<file path="config.mk">
export PLATFORM = sky130hd
export DESIGN_NAME = jesd_dac_pattern_gen
export DESIGN_NICKNAME = d
export VERILOG_FILES = /design/src/rtl/jesd_dac_pattern_gen.sv
export SDC_FILE = /design/constraint.sdc
export NUM_CORES = 1
export LEC_CHECK = 0
export BUFFER_PORTS_ARGS = -buffer_cell sky130_fd_sc_hd__buf_4
export CAP_MARGIN = 20
export CORE_MARGIN = 1.5
export CORE_UTILIZATION = 45
export CTS_CLUSTER_SIZE = 25
export DETAILED_ROUTE_END_ITERATION = 12
export GPL_TIMING_DRIVEN = 0
export PLACE_DENSITY_LB_ADDON = 0.3
export REMOVE_ABC_BUFFERS = 1
export SLEW_MARGIN = 25
export SYNTH_ARGS = -nofsm -noshare
export SYNTH_HDL_FRONTEND = slang
export SYNTH_SLANG_ARGS = --single-unit
export TNS_END_PERCENT = 20
</file>
<file path="constraint.sdc">
create_clock -name device_clk -period 4.2 [get_ports device_clk]
set_input_delay 0.42 -clock device_clk [delete_from_list [all_inputs] [get_ports device_clk]]
set_output_delay 0.42 -clock device_clk [all_outputs]
set_load 0.02 [all_outputs]
</file>
<file path="src/rtl/jesd_dac_pattern_gen.sv">
`default_nettype none
// ============================================================================
// jesd_dac_pattern_gen : multi-channel DAC test-pattern source (ID/ALT/RAMP/PRBS-15)
// Revision: 1.0
// ============================================================================
module jesd_dac_pattern_gen #(
   parameter int NUM_CHANNELS        = 4,
   parameter int SAMPLES_PER_CHANNEL = 2,
   parameter int SAMPLE_WIDTH        = 16,
   parameter int PHASE_LEN           = 256
) (
   input  logic                                                 device_clk,
   input  logic                                                 resetn,
   input  logic                                                 enable,
   input  logic                                                 restart,
   input  logic [1:0]                                           mode,
   input  logic                                                 dac_ready,
   output logic                                                 dac_valid,
   output logic [NUM_CHANNELS*SAMPLES_PER_CHANNEL*SAMPLE_WIDTH-1:0] dac_data,
   output logic [31:0]                                          sample_count,
   output logic                                                 phase
);

   localparam int c_data_w    = NUM_CHANNELS * SAMPLES_PER_CHANNEL * SAMPLE_WIDTH;
   localparam int c_phase_bit = $clog2(PHASE_LEN);

   localparam logic [1:0] c_mode_id   = 2'd0;
   localparam logic [1:0] c_mode_alt  = 2'd1;
   localparam logic [1:0] c_mode_ramp = 2'd2;
   localparam logic [1:0] c_mode_prbs = 2'd3;

   typedef enum logic [1:0] {
      S_IDLE  = 2'd0,
      S_RUN   = 2'd1,
      S_DRAIN = 2'd2
   } state_t;

   state_t              r_state;
   state_t              w_state_nxt;
   logic                w_hs;
   logic                w_load;
   logic                w_adv;
   logic                w_valid_nxt;
   logic [1:0]          r_mode;
   logic [1:0]          w_mode_sel;
   logic [31:0]         r_count;
   logic [31:0]         w_count_nxt;
   logic [c_data_w-1:0] w_beat;

   // PRBS-15, x^15 + x^14 + 1, shifting towards the MSB
   function automatic logic [14:0] lfsr_step(input logic [14:0] st);
      return {st[13:0], st[14] ^ st[13]};
   endfunction

   assign w_hs = dac_valid & dac_ready;

   always_ff @(posedge device_clk or negedge resetn) begin
      if (!resetn) begin
         r_state <= S_IDLE;
      end else begin
         r_state <= w_state_nxt;
      end
   end

   // w_load: beat 0 is (re)loaded; w_adv: the next beat replaces an accepted one
   always_comb begin
      w_state_nxt = r_state;
      w_load      = 1'b0;
      w_adv       = 1'b0;
      w_valid_nxt = dac_valid;
      case (r_state)
         S_IDLE: begin
            if (enable) begin
               w_state_nxt = S_RUN;
               w_load      = 1'b1;
               w_valid_nxt = 1'b1;
            end
         end
         S_RUN: begin
            if (restart) begin
               w_load      = 1'b1;
               w_valid_nxt = 1'b1;
            end else begin
               w_adv = w_hs;
               if (!enable) begin
                  if (!dac_valid || w_hs) begin
                     w_state_nxt = S_IDLE;
                     w_valid_nxt = 1'b0;
                  end else begin
                     w_state_nxt = S_DRAIN;
                  end
               end
            end
         end
         S_DRAIN: begin
            if (restart) begin
               w_load = 1'b1;
            end else if (w_hs) begin
               w_adv       = 1'b1;
               w_state_nxt = S_IDLE;
               w_valid_nxt = 1'b0;
            end
         end
         default: begin
            w_state_nxt = S_IDLE;
            w_valid_nxt = 1'b0;
         end
      endcase
   end

   assign w_mode_sel  = w_load ? mode : r_mode;
   assign w_count_nxt = w_load ? 32'd0 : r_count + 32'(SAMPLES_PER_CHANNEL);

   always_ff @(posedge device_clk or negedge resetn) begin
      if (!resetn) begin
         dac_valid <= 1'b0;
         dac_data  <= '0;
         r_count   <= '0;
         r_mode    <= c_mode_id;
      end else begin
         dac_valid <= w_valid_nxt;
         if (w_load || w_adv) begin
            dac_data <= w_beat;
            r_count  <= w_count_nxt;
            r_mode   <= w_mode_sel;
         end
      end
   end

   assign sample_count = r_count;
   assign phase        = r_count[c_phase_bit];

   for (genvar c = 0; c < NUM_CHANNELS; c++) begin : g_chan
      localparam logic [3:0]  c_id   = 4'(c);
      localparam logic [14:0] c_seed = 15'(c + 1);

      logic [14:0] r_lfsr;
      logic [14:0] w_adv_state;
      logic [14:0] w_start;
      logic [14:0] w_walk;
      logic [14:0] w_prbs [SAMPLES_PER_CHANNEL];

      // r_lfsr holds the state at the start of the current beat
      always_comb begin
         w_adv_state = r_lfsr;
         for (int k = 0; k < SAMPLES_PER_CHANNEL; k++) begin
            w_adv_state = lfsr_step(w_adv_state);
         end
         w_start = w_load ? c_seed : w_adv_state;
      end

      always_comb begin
         w_walk = w_start;
         for (int k = 0; k < SAMPLES_PER_CHANNEL; k++) begin
            w_walk    = lfsr_step(w_walk);
            w_prbs[k] = w_walk;
         end
      end

      always_ff @(posedge device_clk or negedge resetn) begin
         if (!resetn) begin
            r_lfsr <= c_seed;
         end else if (w_load || w_adv) begin
            r_lfsr <= w_start;
         end
      end

      for (genvar s = 0; s < SAMPLES_PER_CHANNEL; s++) begin : g_samp
         logic [SAMPLE_WIDTH-1:0] w_val;

         // PHASE_LEN is a multiple of the beat size, so one phase bit covers the beat
         always_comb begin
            w_val = {(SAMPLE_WIDTH/4){c_id}};
            case (w_mode_sel)
               c_mode_alt: begin
                  if (w_count_nxt[c_phase_bit]) begin
                     w_val                       = '0;
                     w_val[SAMPLE_WIDTH-1 -: 4]  = c_id;
                     w_val[7:0]                  = w_count_nxt[7:0] + 8'(s);
                  end
               end
               c_mode_ramp: begin
                  w_val = w_count_nxt[SAMPLE_WIDTH-1:0] + SAMPLE_WIDTH'(s)
                        + {c_id, {(SAMPLE_WIDTH-4){1'b0}}};
               end
               c_mode_prbs: begin
                  w_val = SAMPLE_WIDTH'(w_prbs[s]);
               end
               default: begin
               end
            endcase
         end

         assign w_beat[SAMPLE_WIDTH*(SAMPLES_PER_CHANNEL*c+s) +: SAMPLE_WIDTH] = w_val;
      end
   end

endmodule
`default_nettype wire

</file>
==> qor.csv, run 1 <==
metric,value,unit
final cell count without fillers,1683,
worst setup margin,184,ps
Residual DRC,0,
Critical path origin,r_state[1]$_DFFE_PN0P_,
Max Fclk,249,MHz
origin of the critical flop-to-flop path,r_state[1]$_DFFE_PN0P_,
maxcap violations,0,
ANT cells,0,
CTS Buffer Depth,3,
sequential-to-total area share from yosys stat,51.5,%
CP Max Fanout,15,
critical-path cell list,"inv_1, ha_1, a22o_2, and2_4, nor2_1, ha_1, nand3_1, nand2b_1, or3_4, o31ai_2, and2_4, inv_1, ha_1, a21boi_1, or4_1, nand3_1",
first-pass GRT wire length,51000,µm
initial antenna violation count,0,
minimum clock period,4020,ps
CP peak stage delay,420,ps
Worst Hold Launch,restart,
CTS tree,done,
Placed Area,12600,µm²
WS Path Type,reg2reg,
final cycle utilization of the critical path,95.6,%
critical path's most frequent cell,ha_1,
Worst R2R Path Depth,16,
Area growth syn-to-layout,22.5,%
"Arr. time, crit path",4460,ps
Root Driver,clkbuf_16,
Seq cells post-synth,225,
Place WS,-796,ps
Hold Path Depth,3,
crit end category,flip-flop,
top_reg_cell synth,dfrtp_1,
status,"finished, final reports clean",
Die ar.,25300,µm²
Hold Slack,285,ps
final instance area,13400,µm²
clk slew on worst S/H paths,60,ps
max_slew headroom,30.6,%
Detail Route Antenna Nets,0,
drt via density,5.64,
number of library cell types mapped by synthesis,71,
# setup viols final,0,
Fillers,2161,
Worst Hold End,dac_valid$_DFFE_PN0P_,
measured slew at the worst slew-check pin,1040,ps
Pwr Total,8.49,mW
r2r endpoint,dac_data[127]$_DFFE_PN0P_,
Initial Utilization,46.2,%
Syn Std Cell Area,10900,µm²
GRT overflow,0,
clock sink count,225,
yosys warns,0,
"EDFF count, synth",0,
# rows,56,
Worst path slowest cell,or4_1,
routability cong.,0.847,
number of buffers created by CTS,25,
Fin. Hold Viols,0,
H-tree depth,1,
Mapped Cells,1218,
GRT Overall Usage,24.9,%
async set-reset flop share out of synthesis,100,%
R2R Setup Slk,180,ps
skew final,6.21,ps
die width,159,µm
hold crit path type,in2reg,
port buffer count,168,
pin count of the biggest net entering global routing,89,
synthesized area per cell,8.98,µm²
required time worst endpoint,4650,ps
post-placement cell count,1635,
Post-Route WL,32100,µm
Critical Path Source Type,flip-flop,
fin. max-slew vios,0,
Wirelength per Cell,19.1,µm
vias in the first global route,9241,
First-pass DRT Iterations,5,
worst skew pair latency,510,ps
static leakage,5.97,nW
vias after detailed routing,9484,
final HPWL from detailed placement,21800,µm
Final nets,1367,
IO Count,169,
layout cells sized above 1,19.5,%
Die Height,159,µm
Max IR drop VDD,0.000324,V
Initial DRC Count,750,
total core area,23700,µm²
Pwr per Cell Area,634,nW/µm²
synth_stat cells, types with 3 or more instances:
cell type | instances | share of area (%)
and3_1 | 4 | 0.23
a211oi_1 | 9 | 0.62
nor3_1 | 9 | 0.41
o21ai_1 | 3 | 0.14
buf_1 | 7 | 0.24
a211o_1 | 4 | 0.32
or3_1 | 10 | 0.57
ha_1 | 13 | 1.5
a21oi_1 | 141 | 6.5
o22ai_1 | 3 | 0.17
dfstp_2 | 5 | 1.2
or4_1 | 3 | 0.21
o21ai_0 | 103 | 4.7
clkbuf_1 | 61 | 2.1
nor2_1 | 100 | 3.4
nand2_1 | 264 | 9.1
a221oi_1 | 3 | 0.24
o31ai_1 | 6 | 0.41
a21oi_2 | 4 | 0.32
o22a_1 | 6 | 0.48
a21o_1 | 11 | 0.75
a31oi_1 | 12 | 0.69
o21a_1 | 6 | 0.41
nand3b_1 | 3 | 0.21
nor4_1 | 4 | 0.23
buf_2 | 3 | 0.14
o211ai_1 | 5 | 0.34
buf_6 | 4 | 0.41
xnor2_1 | 33 | 2.6
nand4_1 | 8 | 0.46
inv_1 | 19 | 0.65
dfrtp_1 | 220 | 50
nand2b_1 | 3 | 0.17
nand3_1 | 24 | 1.1
xor2_1 | 28 | 2.2
buf_4 | 6 | 0.41
a22o_1 | 16 | 1.3
a22oi_1 | 10 | 0.69
and2_1 | 3 | 0.17
a21boi_0 | 3 | 0.21
through the flow:
step                      utilization, %  setup TNS [ps]
final                               56.6               0
after global routing                56.6           -59.5
after CTS                           56.5               0
after detailed placement            53.0          -19800
after global placement              51.7        -1284400
after floorplan                        -         -347090
per-layer routing:
layer / wire (µm) / track usage, % / vias to the layer above / part of all wire (%)
met5: 0 / 0 / - / 0
met4: 775 / 6.95 / 0 / 2.4
met3: 2570 / 5.51 / 63 / 8.0
met2: 14900 / 39.8 / 391 / 46
met1: 13800 / 34.3 / 4577 / 43
li1: - / - / 4453 / -
cell type report:
class	instances	area, µm²	share of cell area, %
Clock buffer	42	749	5.59
Timing Repair Buffer	181	1550	11.6
Clock inverter	2	10.0	0.0747
Multi-Input combinational cell	893	4970	37.1
Tap cell	319	399	2.98
Sequential cell	225	5640	42.1
Inverter	21	83.8	0.625
critical path, delay by kind of cell (launching register included):
family          cells  cell delay, ps
simple gates        8            1910
compound gates      3             770
fa+ha+maj           3             680
flops               1             400
buf+inv             2             200
power by group:
group	total (mW)	switching (mW)	internal [mW]
Clock	2.05	0.849	1.20
Sequential	2.90	0.329	2.57
Combinational	3.55	2.41	1.14
Total	8.49	3.59	4.90
worst max-delay path by stage:
stage,end,slack [ps],cells past startpoint
after floorplan,dac_data[127]$_DFFE_PN0P_,-4320,9
after global placement,dac_data[127]$_DFFE_PN0P_,-12610,9
after detailed placement,dac_data[99]$_DFFE_PN0P_,-800,12
after CTS,dac_data[61]$_DFFE_PN0P_,50,14
after global routing,dac_data[127]$_DFFE_PN0P_,-40,16
final,dac_data[127]$_DFFE_PN0P_,180,16
sequential cells by signal (all words and copies together) (netlist names):
register	count
dac_data	128
g_chan.r_lfsr	60
sample_count	32
r_mode	2
r_state	2
dac_valid	1
layout by cell type (no fill, tap or decap), types with 4 or more instances in the layout:
cell / netlist / final
nand2_1: 264 / 261
dfrtp_1: 220 / 219
buf_4: 6 / 168
a21oi_1: 141 / 140
o21ai_0: 103 / 101
nor2_1: 100 / 97
xnor2_1: 33 / 33
xor2_1: 28 / 28
clkbuf_16: 0 / 25
nand3_1: 24 / 23
inv_1: 19 / 19
a22o_1: 16 / 15
a31oi_1: 12 / 12
ha_1: 13 / 12
a21o_1: 11 / 11
clkbuf_1: 61 / 11
a22oi_1: 10 / 10
a211oi_1: 9 / 9
or3_1: 10 / 9
nand4_1: 8 / 8
nor3_1: 9 / 8
buf_16: 0 / 7
o21a_1: 6 / 6
o22a_1: 6 / 6
clkbuf_8: 0 / 6
o31ai_1: 6 / 5
o211ai_1: 5 / 5
dfstp_2: 5 / 5
and3_1: 4 / 4
a211o_1: 4 / 4
a21oi_2: 4 / 4
o21ai_1: 3 / 4
cell families after synthesis:
kind of cell               count (synthesis)  synth area share (%)
AOI/OAI and AO/OA                        359                  19.4
xor gates and xnor gates                  61                  4.88
adders and majority gates                 14                  1.58
buffers and inverters                    102                  4.06
DFF                                      225                  51.5
muxes                                      3                 0.332
and+or+nand+nor                          454                  18.2
what timing repair did:
| action | in CTS | in global routing |
|---|---|---|
| hold buffers | 1 | 0 |
| setup endpoints to repair | 65 | 30 |
| gates resized for setup | 6 | 8 |
| hold endpoints to repair | 83 | 0 |
| setup buffers | 1 | 0 |
| pin swaps | 2 | 1 |
| gates cloned | 1 | 1 |
No activity file was read; power rests on OpenSTA's default activity.
==> run 2: changes to the inputs <==
--- a/config.mk
+++ b/config.mk
@@ -8,7 +8,7 @@
 export BUFFER_PORTS_ARGS = -buffer_cell sky130_fd_sc_hd__buf_4
 export CAP_MARGIN = 20
 export CORE_MARGIN = 1.5
-export CORE_UTILIZATION = 45
+export CORE_UTILIZATION = 52
 export CTS_CLUSTER_SIZE = 25
 export DETAILED_ROUTE_END_ITERATION = 12
 export GPL_TIMING_DRIVEN = 0
==> run 2 against run 1 <==
Compared with the run above:
- final area up 1.1%
- critical path type unchanged
- critical path depth grew 1
- maximum frequency rose by 1.6%
- critical endpoint unchanged
==> qor.csv, run 2 (synthesized netlist as in run 1, its figures left out) <==
metric,value,unit
status,"finished, final reports clean",
drt via density,5.99,
first-pass GRT wire length,50900,µm
final HPWL from detailed placement,21600,µm
worst path buffer plus inverter count,3,
routability cong.,0.853,
Max IR drop VDD,0.000382,V
Worst R2R Path Depth,17,
most common library cell in the layout ignoring fill and taps,nand2_1,
Die Height,148,µm
Final nets,1372,
# rows,52,
number of cells on the critical path,17,
vias in the first global route,9454,
pin count of the biggest net entering global routing,71,
worst skew pair latency,520,ps
Fin. Hold Viols,0,
skew final,9.46,ps
Largest register FFs,128,
Initial Utilization,53.5,%
Area growth syn-to-layout,23.9,%
sequential share of power,32.9,%
Die ar.,21900,µm²
Sw Share,41.8,%
Max Fclk,253,MHz
hold crit path type,in2reg,
First-pass DRT Iterations,6,
Residual DRC,0,
total core area,20400,µm²
clk slew on worst S/H paths,70,ps
CTS Buffer Depth,3,
Pwr per Cell Area,650,nW/µm²
port buffer count,168,
required time worst endpoint,4590,ps
max_slew headroom,36.2,%
Detail Route Antenna Nets,0,
worst setup margin,248,ps
die width,148,µm
origin of the critical flop-to-flop path,r_state[0]$_DFFE_PN0P_,
Wirelength per Cell,19.7,µm
measured slew at the worst slew-check pin,953,ps
internal power,5.13,mW
layout cells sized above 1,20.2,%
Worst Hold End,dac_valid$_DFFE_PN0P_,
GRT Overall Usage,29.4,%
Setup TNS,0,ps
vias after detailed routing,9818,
Logic pwr share,42.0,%
R2R Setup Slk,250,ps
minimum clock period,3950,ps
Net Sw Power,3.68,mW
CP peak stage delay,460,ps
WS Path Type,reg2reg,
Worst path slowest cell,or4_1,
clock sink count,225,
number of buffers created by CTS,24,
Post-Route WL,32300,µm
Place WS,-728,ps
Initial DRC Count,1024,
final cycle utilization of the critical path,94.1,%
crit end category,flip-flop,
critical-path cell list,"inv_1, ha_1, a22o_4, and2_4, buf_16, nor2_1, ha_2, nand3_1, nand2b_4, or3_4, or4_1, and2_4, inv_1, ha_1, a21boi_1, or4_1, nand3_1",
Hold Path Depth,3,
initial antenna violation count,0,
Root Driver,clkbuf_16,
maxcap violations,0,
Critical Path Source Type,flip-flop,
Biggest register,dac_data,
H-tree depth,1,
"Arr. time, crit path",4340,ps
unrepaired setup endpoints after global routing,false,
GRT overflow,0,
Fillers,1687,
share of total power in the clock network,25.1,%
r2r endpoint,dac_data[127]$_DFFE_PN0P_,
# setup viols final,0,
Crit path max-delay family,simple AND/OR/NAND/NOR gates,
static leakage,6.06,nW
Worst Hold Launch,restart,
fin. max-slew vios,0,
IO Count,169,
ANT cells,0,
CTS tree,done,
most frequent cells in the layout,"nand2_1, dfrtp_1, buf_4",
CP Max Fanout,32,
[run 2: cell count changes in the layout (fill, tap and decap cells not counted), sizes merged]
cell and change:
buf +5, bufinv +2, clkinvlp +2, clkbuf -1, clkinv -1, inv -1
[run 2: metal layers]
metal  GRT usage, %  vias up  wire length, µm
met2           46.4      464            15300
li1               -     4466                -
met3           6.88       62             2960
met5              0        -                0
met4           9.01        0              828
met1           40.5     4826            13300
[run 2: power by group through the flow]
stage                     sequential [mW]  combinational, mW  clock (mW)
after floorplan                      3.18               1.56           0
after global placement               2.89               2.89           0
after detailed placement             2.92               3.48           0
after CTS                            2.89               3.56        2.22
after global routing                 2.94               3.95        2.33
final                                2.90               3.70        2.21
[run 2: stage by stage]
stage / instance area (µm²) / hold slack (ps) / utilization (%) / cells / power, mW
after floorplan: 10600 / 124 / - / 1137 / 4.74
after global placement: 12200 / 454 / 59.6 / 1575 / 5.79
after detailed placement: 12500 / 356 / 61.4 / 1587 / 6.40
after CTS: 13400 / 308 / 65.8 / 1634 / 8.67
after global routing: 13500 / 350 / 66.3 / 1640 / 9.22
final: 13500 / 316 / 66.3 / 1640 / 8.81
[run 2: worst min-delay path, stage by stage]
cell	delay (ps)
buf_4	110
o21ai_0	100
a22oi_1	140
[run 2: how the worst max path moves through the flow]
stage / start / end / slack, ps
final: r_state[0]$_DFFE_PN0P_ / dac_data[127]$_DFFE_PN0P_ / 250
after global placement: r_state[1]$_DFFE_PN0P_ / dac_data[127]$_DFFE_PN0P_ / -12010
after global routing: r_state[0]$_DFFE_PN0P_ / dac_data[127]$_DFFE_PN0P_ / 1
after detailed placement: r_state[1]$_DFFE_PN0P_ / dac_data[99]$_DFFE_PN0P_ / -730
after floorplan: r_state[0]$_DFFE_PN0P_ / dac_data[127]$_DFFE_PN0P_ / -4320
after CTS: sample_count[1]$_DFFE_PN0P_ / dac_data[94]$_DFFE_PN0P_ / 2
[run 2: layout make-up]
class | count | area [µm²] | share of cell area (%)
timing repair buffer | 187 | 1650 | 12.2
inverter | 21 | 87.6 | 0.646
clock buffer | 40 | 752 | 5.55
clock inverter | 4 | 72.6 | 0.536
multi-input combinational | 893 | 5010 | 37.0
tap | 270 | 338 | 2.49
sequential | 225 | 5640 | 41.6
[run 2: what timing repair did]
action                                  in CTS  in global routing
setup buffers                                0                  5
endpoints found under the hold margin       49                  0
gates cloned                                 2                  1
gates resized for setup                     12                 10
pin swaps                                    1                  1
endpoints found under the setup margin      67                 33
hold buffers                                 1                  0
